[src/rtl/wb_block_window_sched_if.sv]
// wb_block_window_sched_if: video timing in, block/band window selects and band events out
interface wb_block_window_sched_if #(parameter int NUM_HBLK = 24);
  logic iVS;
  logic iDE;
  logic [NUM_HBLK-1:0] oH_Duty;
  logic oV_Duty;
  logic [2:0] oBandIdx;
  logic oBandDone;
  logic oFrameDone;
  logic oLineErr;
  modport master(output iVS, iDE, input oH_Duty, oV_Duty, oBandIdx, oBandDone, oFrameDone, oLineErr);
  modport slave(input iVS, iDE, output oH_Duty, oV_Duty, oBandIdx, oBandDone, oFrameDone, oLineErr);
endinterface

[src/rtl/wb_block_window_sched.sv]
// wb_block_window_sched: per-pixel block and per-line band window scheduler; optional line-length check under WB_LINE_CHECK_EN
module wb_block_window_sched #(
  parameter int NUM_HBLK = 24,
  parameter int BLK_W = 80,
  parameter int NUM_VBLK = 8,
  parameter int V_LINES = 135
) (
  input logic iODCK,
  input logic iRST,
  wb_block_window_sched_if.slave bus
);
  localparam int CW = $clog2(BLK_W);
  localparam int LW = $clog2(V_LINES);
  typedef enum logic [1:0] {S_IDLE, S_ACTIVE, S_LINE_END} state_t;
  state_t state, stateNext;
  logic vsD, deD;
  logic [CW-1:0] col;
  logic [NUM_HBLK-1:0] blk;
  logic [LW-1:0] lineInBand;
  logic vsRise, deFall, pixel, bandEnd, frameEnd, bandDoneOk;
  assign vsRise = bus.iVS & ~vsD;
  assign deFall = ~bus.iDE & deD;
  assign pixel = state == S_ACTIVE && bus.iDE && !vsRise;
  assign bandEnd = state == S_LINE_END && !vsRise && lineInBand == LW'(V_LINES - 1);
  assign frameEnd = bandEnd && bus.oBandIdx == 3'(NUM_VBLK - 1);
`ifdef WB_LINE_CHECK_EN
  localparam int H_ACTIVE = NUM_HBLK * BLK_W;
  localparam int PW = $clog2(H_ACTIVE + 2);
  logic [PW-1:0] pixCnt;
  logic bandErr, lineErrNow;
  assign lineErrNow = state == S_LINE_END && !vsRise && pixCnt != PW'(H_ACTIVE);
  assign bandDoneOk = !(bandErr || lineErrNow);
  // count pixels per line (saturating just past a full line) and track sticky/per-band errors
  always_ff @(posedge iODCK or negedge iRST) begin
    if (!iRST) begin
      pixCnt <= '0;
      bandErr <= 1'b0;
      bus.oLineErr <= 1'b0;
    end else if (vsRise) begin
      pixCnt <= '0;
      bandErr <= 1'b0;
      bus.oLineErr <= 1'b0;
    end else begin
      pixCnt <= state == S_LINE_END ? '0 : (pixel && pixCnt != PW'(H_ACTIVE + 1)) ? pixCnt + 1'b1 : pixCnt;
      bus.oLineErr <= bus.oLineErr | lineErrNow;
      bandErr <= bandEnd ? 1'b0 : bandErr | lineErrNow;
    end
  end
`else
  assign bandDoneOk = 1'b1;
  assign bus.oLineErr = 1'b0;
`endif
  // state register
  always_ff @(posedge iODCK or negedge iRST) begin
    if (!iRST) state <= S_IDLE;
    else state <= stateNext;
  end
  // next state: a VS rise always (re)starts a frame and beats a coincident DE fall
  always_comb begin
    stateNext = state;
    if (vsRise) stateNext = S_ACTIVE;
    else if (state == S_ACTIVE && deFall) stateNext = S_LINE_END;
    else if (state == S_LINE_END) stateNext = frameEnd ? S_IDLE : S_ACTIVE;
  end
  // column/block walk, line/band counting and registered outputs
  always_ff @(posedge iODCK or negedge iRST) begin
    if (!iRST) begin
      vsD <= 1'b0;
      deD <= 1'b0;
      col <= '0;
      blk <= NUM_HBLK'(1);
      lineInBand <= '0;
      bus.oH_Duty <= '0;
      bus.oV_Duty <= 1'b0;
      bus.oBandIdx <= '0;
      bus.oBandDone <= 1'b0;
      bus.oFrameDone <= 1'b0;
    end else begin
      vsD <= bus.iVS;
      deD <= bus.iDE;
      bus.oH_Duty <= pixel ? blk : '0;
      bus.oV_Duty <= pixel;
      bus.oBandDone <= bandEnd && bandDoneOk;
      bus.oFrameDone <= frameEnd;
      if (vsRise || state == S_LINE_END) begin
        col <= '0;
        blk <= NUM_HBLK'(1);
      end else if (pixel && blk != '0) begin
        col <= col == CW'(BLK_W - 1) ? '0 : col + 1'b1;
        blk <= col == CW'(BLK_W - 1) ? blk << 1 : blk;
      end
      if (vsRise) begin
        lineInBand <= '0;
        bus.oBandIdx <= '0;
      end else if (state == S_LINE_END) begin
        lineInBand <= bandEnd ? '0 : lineInBand + 1'b1;
        bus.oBandIdx <= frameEnd ? '0 : bandEnd ? bus.oBandIdx + 1'b1 : bus.oBandIdx;
      end
    end
  end
endmodule

[src/flat_wrapper.sv]
// flat-port wrapper written by rule: the top's interface ports become plain ports
module wb_block_window_sched_flat 
#(
  parameter int NUM_HBLK = 24,
  parameter int BLK_W = 80,
  parameter int NUM_VBLK = 8,
  parameter int V_LINES = 135
)
  (iODCK, iRST, bus_iVS, bus_iDE, bus_oH_Duty, bus_oV_Duty, bus_oBandIdx, bus_oBandDone, bus_oFrameDone, bus_oLineErr);
  wb_block_window_sched_if #(.NUM_HBLK(NUM_HBLK)) bus_i ();
  input logic iODCK;
  input logic iRST;
  input wire logic [$bits(bus_i.iVS)-1:0] bus_iVS;
  input wire logic [$bits(bus_i.iDE)-1:0] bus_iDE;
  output wire logic [$bits(bus_i.oH_Duty)-1:0] bus_oH_Duty;
  output wire logic [$bits(bus_i.oV_Duty)-1:0] bus_oV_Duty;
  output wire logic [$bits(bus_i.oBandIdx)-1:0] bus_oBandIdx;
  output wire logic [$bits(bus_i.oBandDone)-1:0] bus_oBandDone;
  output wire logic [$bits(bus_i.oFrameDone)-1:0] bus_oFrameDone;
  output wire logic [$bits(bus_i.oLineErr)-1:0] bus_oLineErr;
  assign bus_i.iVS = bus_iVS;
  assign bus_i.iDE = bus_iDE;
  assign bus_oH_Duty = bus_i.oH_Duty;
  assign bus_oV_Duty = bus_i.oV_Duty;
  assign bus_oBandIdx = bus_i.oBandIdx;
  assign bus_oBandDone = bus_i.oBandDone;
  assign bus_oFrameDone = bus_i.oFrameDone;
  assign bus_oLineErr = bus_i.oLineErr;
  wb_block_window_sched #(.NUM_HBLK(NUM_HBLK), .BLK_W(BLK_W), .NUM_VBLK(NUM_VBLK), .V_LINES(V_LINES)) u_core (.iODCK(iODCK), .iRST(iRST), .bus(bus_i));
endmodule
[config.mk]
export PLATFORM = sky130hd
export DESIGN_NAME = wb_block_window_sched_flat
export DESIGN_NICKNAME = d
export VERILOG_FILES = /design/src/rtl/wb_block_window_sched_if.sv /design/src/rtl/wb_block_window_sched.sv /design/src/flat_wrapper.sv
export SDC_FILE = /design/constraint.sdc
export NUM_CORES = 1
export LEC_CHECK = 0
export ABC_CLOCK_PERIOD_IN_PS = 1800
export BUFFER_PORTS_ARGS = -buffer_cell sky130_fd_sc_hd__clkbuf_2
export CORE_MARGIN = 10
export CORE_UTILIZATION = 40
export CTS_CLUSTER_SIZE = 24
export DETAILED_ROUTE_END_ITERATION = 10
export PLACE_DENSITY = 0.64
export SLEW_MARGIN = 20
export SYNTH_ARGS = -nofsm -noshare
export SYNTH_HDL_FRONTEND = slang
export SYNTH_SLANG_ARGS = --single-unit
[constraint.sdc]
create_clock -name iODCK -period 1.8 [get_ports iODCK]
set_input_delay 0 -clock iODCK [delete_from_list [all_inputs] [get_ports iODCK]]
set_output_delay 0 -clock iODCK [all_outputs]
set_load 0.05 [all_outputs]
==> out/qor.json, run 1 <==
{
  "maximum_achievable_frequency_mhz": 584,
  "num_rows": 31,
  "floorplan.initialDensity_pct": 41.1,
  "synth_sequential_area_ratio_pct": 61.4,
  "synth_top_cell_area_share_pct": 60.5,
  "core_area_mm2": 0.00725,
  "yosysUniqueCellTypes": 36,
  "clock_pin_slew_on_the_worst_setup_and_hold_paths_ns": 0.08,
  "timing.final.setup_violations": 0,
  "finalClockSkew_ns": 0.0104,
  "critPathArrivalTime_ns": 1.99,
  "final.fill_count": 653,
  "p_leak_uw": 0.00178,
  "cap_violations": 0,
  "syn-instance-count": 276,
  "place.gp.congestion": 0.834,
  "worst_slew_pin_tran_ns": 0.536,
  "final_util_pct": 50.0,
  "via_count_of_the_first_global_routing_pass": 2156,
  "synth_top_cells_by_count": "sky130_fd_sc_hd__dfrtp_1 (72), sky130_fd_sc_hd__nand2_1 (51), sky130_fd_sc_hd__and2_1 (24)",
  "global_route_wire_length_before_repair_um": 9980,
  "run_status": "completed",
  "total_grt_usage_pct": 10.9,
  "die_area_mm2": 0.0113,
  "cts.path.max_buffers": 2,
  "cts_buffers": 9,
  "worstPathMaxFanout": 24,
  "diode_insertion_count_for_antenna_repair": 0,
  "post_drt_wl_per_cell_um": 13.5,
  "detail_route.vias_per_cell": 4.86,
  "syn_area_per_cell_um2": 10.8,
  "design.portCount": 35,
  "tritoncts_clock_tree": "built",
  "die-width_um": 106,
  "start_kind": "flop",
  "synth_area_mm2": 0.00298,
  "synth_ff_type": "sky130_fd_sc_hd__dfrtp_1",
  "worst_ep_required_time_ns": 2.08,
  "detailedPlacementHpwl_um": 3960,
  "grt_start_max_net_pins": 34,
  "first_pass_iters": 4,
  "final_period_minus_worst_setup_slack_ns": 1.71,
  "pwr_density_cell_mw_per_mm2": 889,
  "final_net_count": 337,
  "syn-num-nets": 285,
  "clock_tree.htree_level_count": 3,
  "drv_slew": 0,
  "amount_of_wire_on_met3_after_detailed_routing_um": 308,
  "grt_setup_unrepaired": "true",
  "slew_headroom_pct": 64.3,
  "detail_route.wirelength_um": 5830,
  "final_cells": 432,
  "critical_path_class": "reg2reg",
  "drcViolationCount": 0,
  "synthArstFlopShare_pct": 100,
  "area.sequential_mm2": 0.00183,
  "finalHoldViolations": 0,
  "number_of_synthesized_flops_with_an_enable_pin": 0,
  "ff2ff_setup_slack_ns": 0.09,
  "yosys_register_bits": 73,
  "multi_input_area_mm2": 0.00112,
  "most_frequent_cell_after_synthesis": "sky130_fd_sc_hd__dfrtp_1",
  "area_growth_pct": 21.8,
  "dr.first_iter.drc_count": 110,
  "clock-root-buffer": "sky130_fd_sc_hd__clkbuf_8",
  "netlist.top_cell.by_area": "sky130_fd_sc_hd__dfrtp_1",
  "drt-met1-wl_um": 2540,
  "routed-via-count": 2098,
  "ys_warn_count": 0,
  "wl_met2_um": 2900,
  "post_synth_main_area_contributors": "sky130_fd_sc_hd__dfrtp_1 (61%), sky130_fd_sc_hd__nand2_1 (6.4%), sky130_fd_sc_hd__and2_1 (5.0%)",
  "cts.sinks": 73,
  "top_layer": "met4",
  "grt-ovfl-total": 0,
  "numPortBuffers": 33,
  "dpl.cell_count": 413,
  "clkLatencyLatePin_ns": 0.35,
  "antenna_left": 0,
  "fraction_of_final_layout_cells_sized_beyond_drive_strength_1_pct": 23.4,
  "antenna_found_initial": 0,
  "worstSetupEndpointType": "flop",
  "max_ir_drop_vdd_uv": 455,
  "min_period_over_period_pct": 95.1,
  "die_height_um": 106,
  "min_path_type": "in2async"
}
-- critical path, cell delays in order (launching register included) --
cell and delay (ns):
sky130_fd_sc_hd__dfrtp_2 0.45, sky130_fd_sc_hd__nor4_4 0.28, sky130_fd_sc_hd__nand4_1 0.23, sky130_fd_sc_hd__o211ai_2 0.25, sky130_fd_sc_hd__buf_12 0.18, sky130_fd_sc_hd__nand2_1 0.09, sky130_fd_sc_hd__a21oi_2 0.14
-- where the power goes --
group	switching [uW]	internal [uW]	leakage, uW
Sequential	25.8	1670	0.00100
Clock	646	653	0.0000977
Combinational	153	73.2	0.000684
-- logic make-up (layout without fill, tap and decap cells) --
group           after synthesis  after routing  synth area share [%]
compound gates               41             41                  7.52
xor+xnor                      7              7                  2.06
fa+ha+maj                     5              5                  2.10
buf+inv                      13             70                  2.39
flops                        73             73                  61.4
mux                           3              3                  1.01
other cells                   1              1                 0.126
simple gates                133            133                  23.4
-- sequential cells by signal, summed over array words and instances (netlist names) --
signal                 count
u_core.bus.oBandDone       1
u_core.bus.oBandIdx        3
u_core.blk                24
u_core.bus.oFrameDone      1
u_core.deD                 1
u_core.col                 7
u_core.bus.oH_Duty        24
u_core.bus.oV_Duty         1
u_core.lineInBand          8
u_core.state               2
u_core.vsD                 1
-- per-layer routing --
metal  vias to the layer above  GRT usage [%]
li1                       1042              -
met1                      1011           12.4
met2                        39           17.8
met3                         6           4.47
met4                         0           4.35
met5                         -              0
-- final timing paths --
kind / startpoint / end / cells after the start
setup reg to reg: u_core.blk[8]$_DFFE_PN0P_ / u_core.blk[8]$_DFFE_PN0P_ / 6
max in group asynchronous: iRST / u_core.bus.oBandDone$_DFF_PN0_ / 3
hold reg to reg: u_core.blk[14]$_DFFE_PN0P_ / u_core.bus.oH_Duty[14]$_DFF_PN0_ / 1
hold / removal: iRST / u_core.bus.oH_Duty[14]$_DFF_PN0_ / 2
setup / recovery: u_core.blk[8]$_DFFE_PN0P_ / u_core.blk[8]$_DFFE_PN0P_ / 6
min in group iODCK: bus_iVS / u_core.vsD$_DFF_PN0_ / 2
-- placed cells by master (no fill, tap or decap), types with 2 or more instances in the layout --
master                          synthesis  final
sky130_fd_sc_hd__dfrtp_1               72     71
sky130_fd_sc_hd__nand2_1               51     50
sky130_fd_sc_hd__clkbuf_2               0     32
sky130_fd_sc_hd__and2_1                24     24
sky130_fd_sc_hd__a21oi_1               20     18
sky130_fd_sc_hd__o21ai_0               14     14
sky130_fd_sc_hd__buf_4                  3     14
sky130_fd_sc_hd__nor2_1                12     12
sky130_fd_sc_hd__nand3_1               10     10
sky130_fd_sc_hd__clkbuf_8               0      9
sky130_fd_sc_hd__xor2_1                 7      7
sky130_fd_sc_hd__nand4_1                5      5
sky130_fd_sc_hd__ha_1                   5      5
sky130_fd_sc_hd__nand2b_1               4      4
sky130_fd_sc_hd__and4_1                 3      3
sky130_fd_sc_hd__nor2b_1                3      3
sky130_fd_sc_hd__or3_1                  3      3
sky130_fd_sc_hd__nor4_1                 6      3
sky130_fd_sc_hd__o21ai_1                3      3
sky130_fd_sc_hd__mux2i_1                3      3
sky130_fd_sc_hd__dlygate4sd3_1          0      3
sky130_fd_sc_hd__inv_1                  2      2
sky130_fd_sc_hd__and3_1                 2      2
sky130_fd_sc_hd__nor3_1                 2      2
sky130_fd_sc_hd__nor4_2                 0      2
sky130_fd_sc_hd__a21oi_2                0      2
sky130_fd_sc_hd__or4_1                  2      2
sky130_fd_sc_hd__nand3b_1               2      2
sky130_fd_sc_hd__clkinvlp_4             0      2
sky130_fd_sc_hd__buf_12                 0      2
-- stage by stage --
| step | hold slack [ns] | total power [uW] | area [um2] | setup TNS [ns] | setup slack (ns) |
|---|---|---|---|---|---|
| 5_1_grt | 0.200 | 3360 | 3630 | -0.0497 | -0.0291 |
| 6_report | 0.157 | 3220 | 3630 | 0 | 0.0878 |
| 3_3_place_gp | 0.00437 | 1950 | 3350 | 0 | 0.0444 |
| 3_5_place_dp | 0.0109 | 1950 | 3350 | 0 | 0.0117 |
| 4_1_cts | 0.163 | 3260 | 3590 | 0 | 0.00933 |
| 2_1_floorplan | -0.296 | 1860 | 2980 | 0 | 0.137 |
-- cell type report --
| type | count | share of cell area, % |
|---|---|---|
| sequential | 73 | 50.4 |
| multi-input combinational | 190 | 31.0 |
| timing repair buffer | 52 | 9.39 |
| clock buffer | 9 | 3.42 |
| tap | 99 | 3.42 |
| clock inverter | 7 | 2.17 |
| inverter | 2 | 0.207 |
-- timing repair --
action / CTS / global route
endpoints found under the setup margin: 20 / 31
gates resized for setup: 1 / 8
hold buffers: 3 / 0
setup buffers: 0 / 0
endpoints found under the hold margin: 25 / 0
pin swaps: 1 / 4
Power figures use the tool's default switching activity.
==> run 2, diff against run 1 <==
--- a/config.mk
+++ b/config.mk
@@ -12,6 +12,7 @@
 export CTS_CLUSTER_SIZE = 24
 export DETAILED_ROUTE_END_ITERATION = 10
 export PLACE_DENSITY = 0.64
+export SETUP_SLACK_MARGIN = 0.4
 export SLEW_MARGIN = 20
 export SYNTH_ARGS = -nofsm -noshare
 export SYNTH_HDL_FRONTEND = slang
==> out/qor.json, run 2 (same netlist as run 1, synthesis figures left out) <==
{
  "run_status": "completed",
  "crit_buf_inv": 1,
  "grt_start_max_net_pins": 74,
  "diode_insertion_count_for_antenna_repair": 0,
  "top_regs": "u_core.blk: 24 flops, u_core.bus.oH_Duty: 24 flops, u_core.lineInBand: 8 flops",
  "power_frac_comb_pct": 9.3,
  "worstSetupEndpointType": "flop",
  "numPortBuffers": 33,
  "drv_slew": 0,
  "cts_buffers": 9,
  "power.share.switching_pct": 24.4,
  "crit_path_max_delay_cell_type": "sky130_fd_sc_hd__dfrtp_1",
  "die_height_um": 106,
  "crit_path_cell_trace": "nor4_4 -> nand4_1 -> buf_4 -> o21a_4 -> nand4_1 -> mux2i_1",
  "core_area_mm2": 0.00725,
  "worstPathMaxFanout": 4,
  "drcViolationCount": 0,
  "detail_route.wirelength_um": 6290,
  "fraction_of_final_layout_cells_sized_beyond_drive_strength_1_pct": 36.3,
  "dpl.cell_count": 409,
  "clock_pin_slew_on_the_worst_setup_and_hold_paths_ns": 0.07,
  "area_growth_pct": 32.0,
  "die-width_um": 106,
  "final_period_minus_worst_setup_slack_ns": 1.73,
  "final_area_mm2": 0.00393,
  "antenna_left": 0,
  "detail_route.vias_per_cell": 4.93,
  "cts.path.max_buffers": 2,
  "max_ir_drop_vdd_uv": 429,
  "critical_path_class": "reg2reg",
  "cts.sinks": 73,
  "maximum_achievable_frequency_mhz": 580,
  "global_route_wire_length_before_repair_um": 10100,
  "clock-root-buffer": "sky130_fd_sc_hd__clkbuf_8",
  "p_sw_uw": 796,
  "slowest_delay_ns": 0.42,
  "total_grt_usage_pct": 11.1,
  "num_rows": 31,
  "clkLatencyLatePin_ns": 0.35,
  "finalHoldViolations": 0,
  "finalPower_uw": 3270,
  "final_net_count": 346,
  "power.share.clock_pct": 38.8,
  "timing.final.setup_violations": 0,
  "routed-via-count": 2175,
  "place.gp.congestion": 0.777,
  "detailedPlacementHpwl_um": 3890,
  "grt_setup_unrepaired": "true",
  "p_leak_uw": 0.00185,
  "clock_tree.htree_level_count": 3,
  "cap_violations": 0,
  "tritoncts_clock_tree": "built",
  "placed_area_mm2": 0.00337,
  "hold-worst-slack_ns": 0.0710,
  "first_pass_iters": 4,
  "layout.cells.most_common": "sky130_fd_sc_hd__dfrtp_1",
  "antenna_found_initial": 0,
  "final_cells": 441,
  "power_report.internal_total_uw": 2470,
  "min_period_over_period_pct": 95.8,
  "post_drt_wl_per_cell_um": 14.3,
  "final.fill_count": 636,
  "power.sequential.fraction_pct": 51.9,
  "timing.critical_path.max_delay_family": "simple AND/OR/NAND/NOR gates",
  "start_kind": "flop",
  "design.portCount": 35,
  "floorplan.initialDensity_pct": 41.1,
  "worst_ep_required_time_ns": 2.06,
  "die_area_mm2": 0.0113,
  "grt-ovfl-total": 0,
  "via_count_of_the_first_global_routing_pass": 2072,
  "dr.first_iter.drc_count": 98,
  "top_cell_by_count_worst_path": "sky130_fd_sc_hd__nand4_1",
  "finalClockSkew_ns": 0.0109,
  "pwr_density_cell_mw_per_mm2": 831,
  "commonest_cells_after_routing_fill_and_taps_aside": "sky130_fd_sc_hd__dfrtp_1 (69), sky130_fd_sc_hd__nand2_1 (40), sky130_fd_sc_hd__clkbuf_2 (32)",
  "min_path_type": "in2reg",
  "critPathArrivalTime_ns": 1.99
}
[run 2: cell count changes in the layout (fill, tap and decap cells not counted), moves of 3 or more]
cell                      delta
sky130_fd_sc_hd__nor2_1      -5
sky130_fd_sc_hd__buf_6       +3
sky130_fd_sc_hd__a21oi_1     -5
sky130_fd_sc_hd__a21oi_2     +4
sky130_fd_sc_hd__o21ai_0    -11
sky130_fd_sc_hd__nor2_4      +3
sky130_fd_sc_hd__nand2_2     +7
sky130_fd_sc_hd__buf_4       +5
sky130_fd_sc_hd__o21ai_1     +9
sky130_fd_sc_hd__nand2_1    -10
[run 2: final timing paths]
kind,start,endpoint,cells past startpoint,slack (ns)
max,u_core.blk[23]$_DFFE_PN0P_,u_core.col[5]$_DFFE_PN0P_,6,0.07
min,bus_iVS,u_core.state[1]$_DFFE_PN0P_,4,0.07
max reg2reg,u_core.blk[23]$_DFFE_PN0P_,u_core.col[5]$_DFFE_PN0P_,6,0.07
min reg2reg,u_core.blk[11]$_DFFE_PN0P_,u_core.bus.oH_Duty[11]$_DFF_PN0_,1,0.53
max in group asynchronous,iRST,u_core.blk[0]$_DFFE_PN1P_,3,1.26
min in group asynchronous,iRST,u_core.lineInBand[6]$_DFFE_PN0P_,3,0.22
[run 2: final cells by class]
type / count / area (um2) / share of cell area, %
flip-flops and latches: 73 / 1830 / 46.6
multi-input cells: 190 / 1340 / 34.0
repair buffers: 61 / 437 / 11.1
clock buffers: 12 / 145 / 3.69
well taps: 99 / 124 / 3.15
clock inverters: 4 / 51.3 / 1.30
inverters: 2 / 7.51 / 0.191
[run 2: timing repair]
item                                    CTS  global route
buffers inserted                          8             4
pin swaps                                 9            23
hold endpoints to repair                 76             0
endpoints found under the setup margin   43            52
resized for setup                        17            40
hold buffers                              3             0
gates cloned                              0             1
[run 2: per-stage QoR]
step                      setup TNS, ns  utilization (%)  worst slack [ns]
after global routing            -0.0388             54.2           -0.0162
final                                 0             54.2            0.0750
after CTS                             0             51.5             0.109
after detailed placement         -0.236             46.5           -0.0713
after global placement                0             46.5           0.00960
after floorplan                       0                -             0.197
[run 2: power by group through the flow]
stage	Clock (uW)	Sequential [uW]	Combinational, uW
floorplan	0	1750	121
detailed placement	0	1730	232
CTS	1300	1690	276
finish	1270	1700	305
global route	1380	1700	339
global placement	0	1730	227
[run 2: worst min-delay path: stages]
cell and delay (ns):
sky130_fd_sc_hd__clkbuf_2 0.12, sky130_fd_sc_hd__nand2b_4 0.12, sky130_fd_sc_hd__nand2_1 0.09, sky130_fd_sc_hd__a21oi_1 0.04
[run 2: per-layer routing]
layer	vias up	global-route usage [%]	routed length (um)
met5	-	0	0
met4	0	5.80	119
met3	11	4.47	374
met2	45	15.9	2900
met1	1059	14.1	2900
li1	1060	-	-
==> run 3, diff against run 2 <==
--- a/config.mk
+++ b/config.mk
@@ -5,7 +5,7 @@
 export SDC_FILE = /design/constraint.sdc
 export NUM_CORES = 1
 export LEC_CHECK = 0
-export ABC_CLOCK_PERIOD_IN_PS = 1800
+export ABC_CLOCK_PERIOD_IN_PS = 1600
 export BUFFER_PORTS_ARGS = -buffer_cell sky130_fd_sc_hd__clkbuf_2
 export CORE_MARGIN = 10
 export CORE_UTILIZATION = 40
==> constraint.sdc (replaced) <==
create_clock -name iODCK -period 1.6 [get_ports iODCK]
set_input_delay 0 -clock iODCK [delete_from_list [all_inputs] [get_ports iODCK]]
set_output_delay 0 -clock iODCK [all_outputs]
set_load 0.05 [all_outputs]
==> out/qor.json, run 3 (same netlist as run 1, synthesis figures left out) <==
{
  "run_status": "finished with violations",
  "violations": "setup timing",
  "finalPower_uw": 3950,
  "detail_route.wirelength_um": 6960,
  "worstPathMaxFanout": 7,
  "finalHoldViolations": 0,
  "total_grt_usage_pct": 12.1,
  "start_kind": "flop",
  "die_height_um": 106,
  "critical_path.reg2reg.endpoint": "u_core.blk[20]$_DFFE_PN0P_",
  "cts.sinks": 73,
  "critical_path_class": "reg2reg",
  "area_growth_pct": 42.4,
  "p_sw_uw": 950,
  "design.portCount": 35,
  "dr.first_iter.drc_count": 81,
  "detailedPlacementHpwl_um": 4300,
  "maximum_achievable_frequency_mhz": 527,
  "clock-root-buffer": "sky130_fd_sc_hd__clkbuf_8",
  "numPortBuffers": 33,
  "finalClockSkew_ns": 0.00544,
  "clkLatencyLatePin_ns": 0.34,
  "worst_ep_required_time_ns": 1.87,
  "antenna_left": 0,
  "globalRouteMet2Util_pct": 20.0,
  "final_net_count": 365,
  "power_report.internal_total_uw": 3000,
  "routed-via-count": 2270,
  "startpoint": "u_core.blk[21]$_DFFE_PN0P_",
  "placed_area_mm2": 0.00356,
  "grt-ovfl-total": 0,
  "pwr_density_cell_mw_per_mm2": 931,
  "post_drt_wl_per_cell_um": 15.1,
  "power.share.switching_pct": 24.1,
  "final_period_minus_worst_setup_slack_ns": 1.90,
  "top_regs": "u_core.blk: 24 flops, u_core.bus.oH_Duty: 24 flops, u_core.lineInBand: 8 flops",
  "min_path_type": "in2async",
  "cap_violations": 0,
  "place.gp.congestion": 0.797,
  "die-width_um": 106,
  "hold-worst-slack_ns": 0.125,
  "detail_route.vias_per_cell": 4.93,
  "final_cells": 460,
  "globalRouteMet3Util_pct": 4.23,
  "clock_pin_slew_on_the_worst_setup_and_hold_paths_ns": 0.08,
  "antenna_found_initial": 0,
  "dpl.cell_count": 434,
  "final.setup.tns_ns": -6.13,
  "grt_start_max_net_pins": 39,
  "via_count_of_the_first_global_routing_pass": 2371,
  "commonest_cells_after_routing_fill_and_taps_aside": "sky130_fd_sc_hd__dfrtp_1 (68), sky130_fd_sc_hd__nand2_1 (35), sky130_fd_sc_hd__buf_4 (34)",
  "fraction_of_final_layout_cells_sized_beyond_drive_strength_1_pct": 47.1,
  "first_pass_iters": 4,
  "min_period_over_period_pct": 118,
  "diode_insertion_count_for_antenna_repair": 0,
  "ff2ff_setup_slack_ns": -0.30,
  "power_frac_comb_pct": 9.6,
  "clock_tree.htree_level_count": 3,
  "grt_setup_unrepaired": "true",
  "tritoncts_clock_tree": "built",
  "global_route_wire_length_before_repair_um": 11100,
  "gr-usage-met1_pct": 13.9,
  "final_area_mm2": 0.00424,
  "die_area_mm2": 0.0113,
  "r2r-start": "u_core.blk[21]$_DFFE_PN0P_",
  "drv_slew": 0,
  "max_ir_drop_vdd_uv": 440,
  "worstSetupEndpointType": "flop",
  "layout_setup_ws_ns": -0.296,
  "power.share.clock_pct": 41.9,
  "floorplan.initialDensity_pct": 41.1,
  "final.fill_count": 600,
  "cts_buffers": 9,
  "core_area_mm2": 0.00725,
  "num_rows": 31,
  "drcViolationCount": 0,
  "critPathArrivalTime_ns": 2.17,
  "power.sequential.fraction_pct": 48.4,
  "timing.final.setup_violations": 31,
  "layout.cells.most_common": "sky130_fd_sc_hd__dfrtp_1",
  "p_leak_uw": 0.00196,
  "cts.path.max_buffers": 2,
  "worst-r2r-cell-count": 7,
  "top_usage_layer": "met2"
}
run 3: cell types whose count changed in the layout (fill, tap and decap cells not counted), moves of 4 or more:
| cell | delta |
|---|---|
| sky130_fd_sc_hd__buf_4 | +15 |
| sky130_fd_sc_hd__a21oi_2 | +7 |
| sky130_fd_sc_hd__a21oi_1 | -6 |
| sky130_fd_sc_hd__nand2_1 | -5 |
| sky130_fd_sc_hd__nand3_1 | -5 |
| sky130_fd_sc_hd__o21ai_2 | +5 |
| sky130_fd_sc_hd__nand2_2 | +4 |
| sky130_fd_sc_hd__nand3_2 | +4 |
run 3: worst max-delay path: stages, from the launching register on:
cell and delay, ns:
sky130_fd_sc_hd__dfrtp_1 0.40, sky130_fd_sc_hd__nor4_2 0.30, sky130_fd_sc_hd__buf_4 0.15, sky130_fd_sc_hd__nand4_1 0.22
sky130_fd_sc_hd__o211ai_4 0.34, sky130_fd_sc_hd__buf_6 0.18, sky130_fd_sc_hd__nand2_1 0.09, sky130_fd_sc_hd__a21oi_2 0.15
run 3: final cells by class:
cell class	count	area, um2	area share (%)
clock inverter	4	75.1	1.77
inverter	2	7.51	0.177
tap	99	124	2.92
sequential	73	1830	43.2
clock buffer	12	155	3.66
timing repair buffer	80	593	14.0
multi-input combinational	190	1450	34.2
run 3: per-layer routing:
metal,up-vias,part of all wire [%]
met5,-,0
met2,52,52
li1,1096,-
met1,1116,41
met3,6,5.3
met4,0,1.2
run 3: per-stage QoR:
step                      worst slack, ns  utilization (%)
after floorplan                  0.000299                -
after global placement             -0.166             49.1
after detailed placement           -0.243             49.1
after CTS                          -0.167             55.4
after global routing               -0.404             58.4
final                              -0.296             58.4
run 3: worst max path at each step:
stage	to	slack [ns]
after global placement	u_core.blk[4]$_DFFE_PN0P_	-0.17
after detailed placement	u_core.blk[20]$_DFFE_PN0P_	-0.24
after global routing	u_core.blk[20]$_DFFE_PN0P_	-0.40
final	u_core.blk[20]$_DFFE_PN0P_	-0.30
after floorplan	u_core.blk[17]$_DFFE_PN0P_	0.0003
after CTS	u_core.blk[5]$_DFFE_PN0P_	-0.17
run 3: power groups by stage:
| stage | sequential (uW) | combinational [uW] | clock [uW] |
|---|---|---|---|
| finish | 1910 | 380 | 1650 |
| global route | 1920 | 423 | 1780 |
| CTS | 1910 | 323 | 1680 |
| detailed placement | 1940 | 292 | 0 |
| global placement | 1940 | 282 | 0 |
| floorplan | 1960 | 157 | 0 |
run 3: repair_timing:
| item | 4_1_cts | 5_1_grt |
|---|---|---|
| gates resized for setup | 46 | 52 |
| gates cloned | 2 | 0 |
| endpoints found under the hold margin | 59 | 0 |
| pin swaps | 21 | 24 |
| endpoints found under the setup margin | 44 | 68 |
| setup buffers | 1 | 4 |
| hold buffers | 3 | 0 |
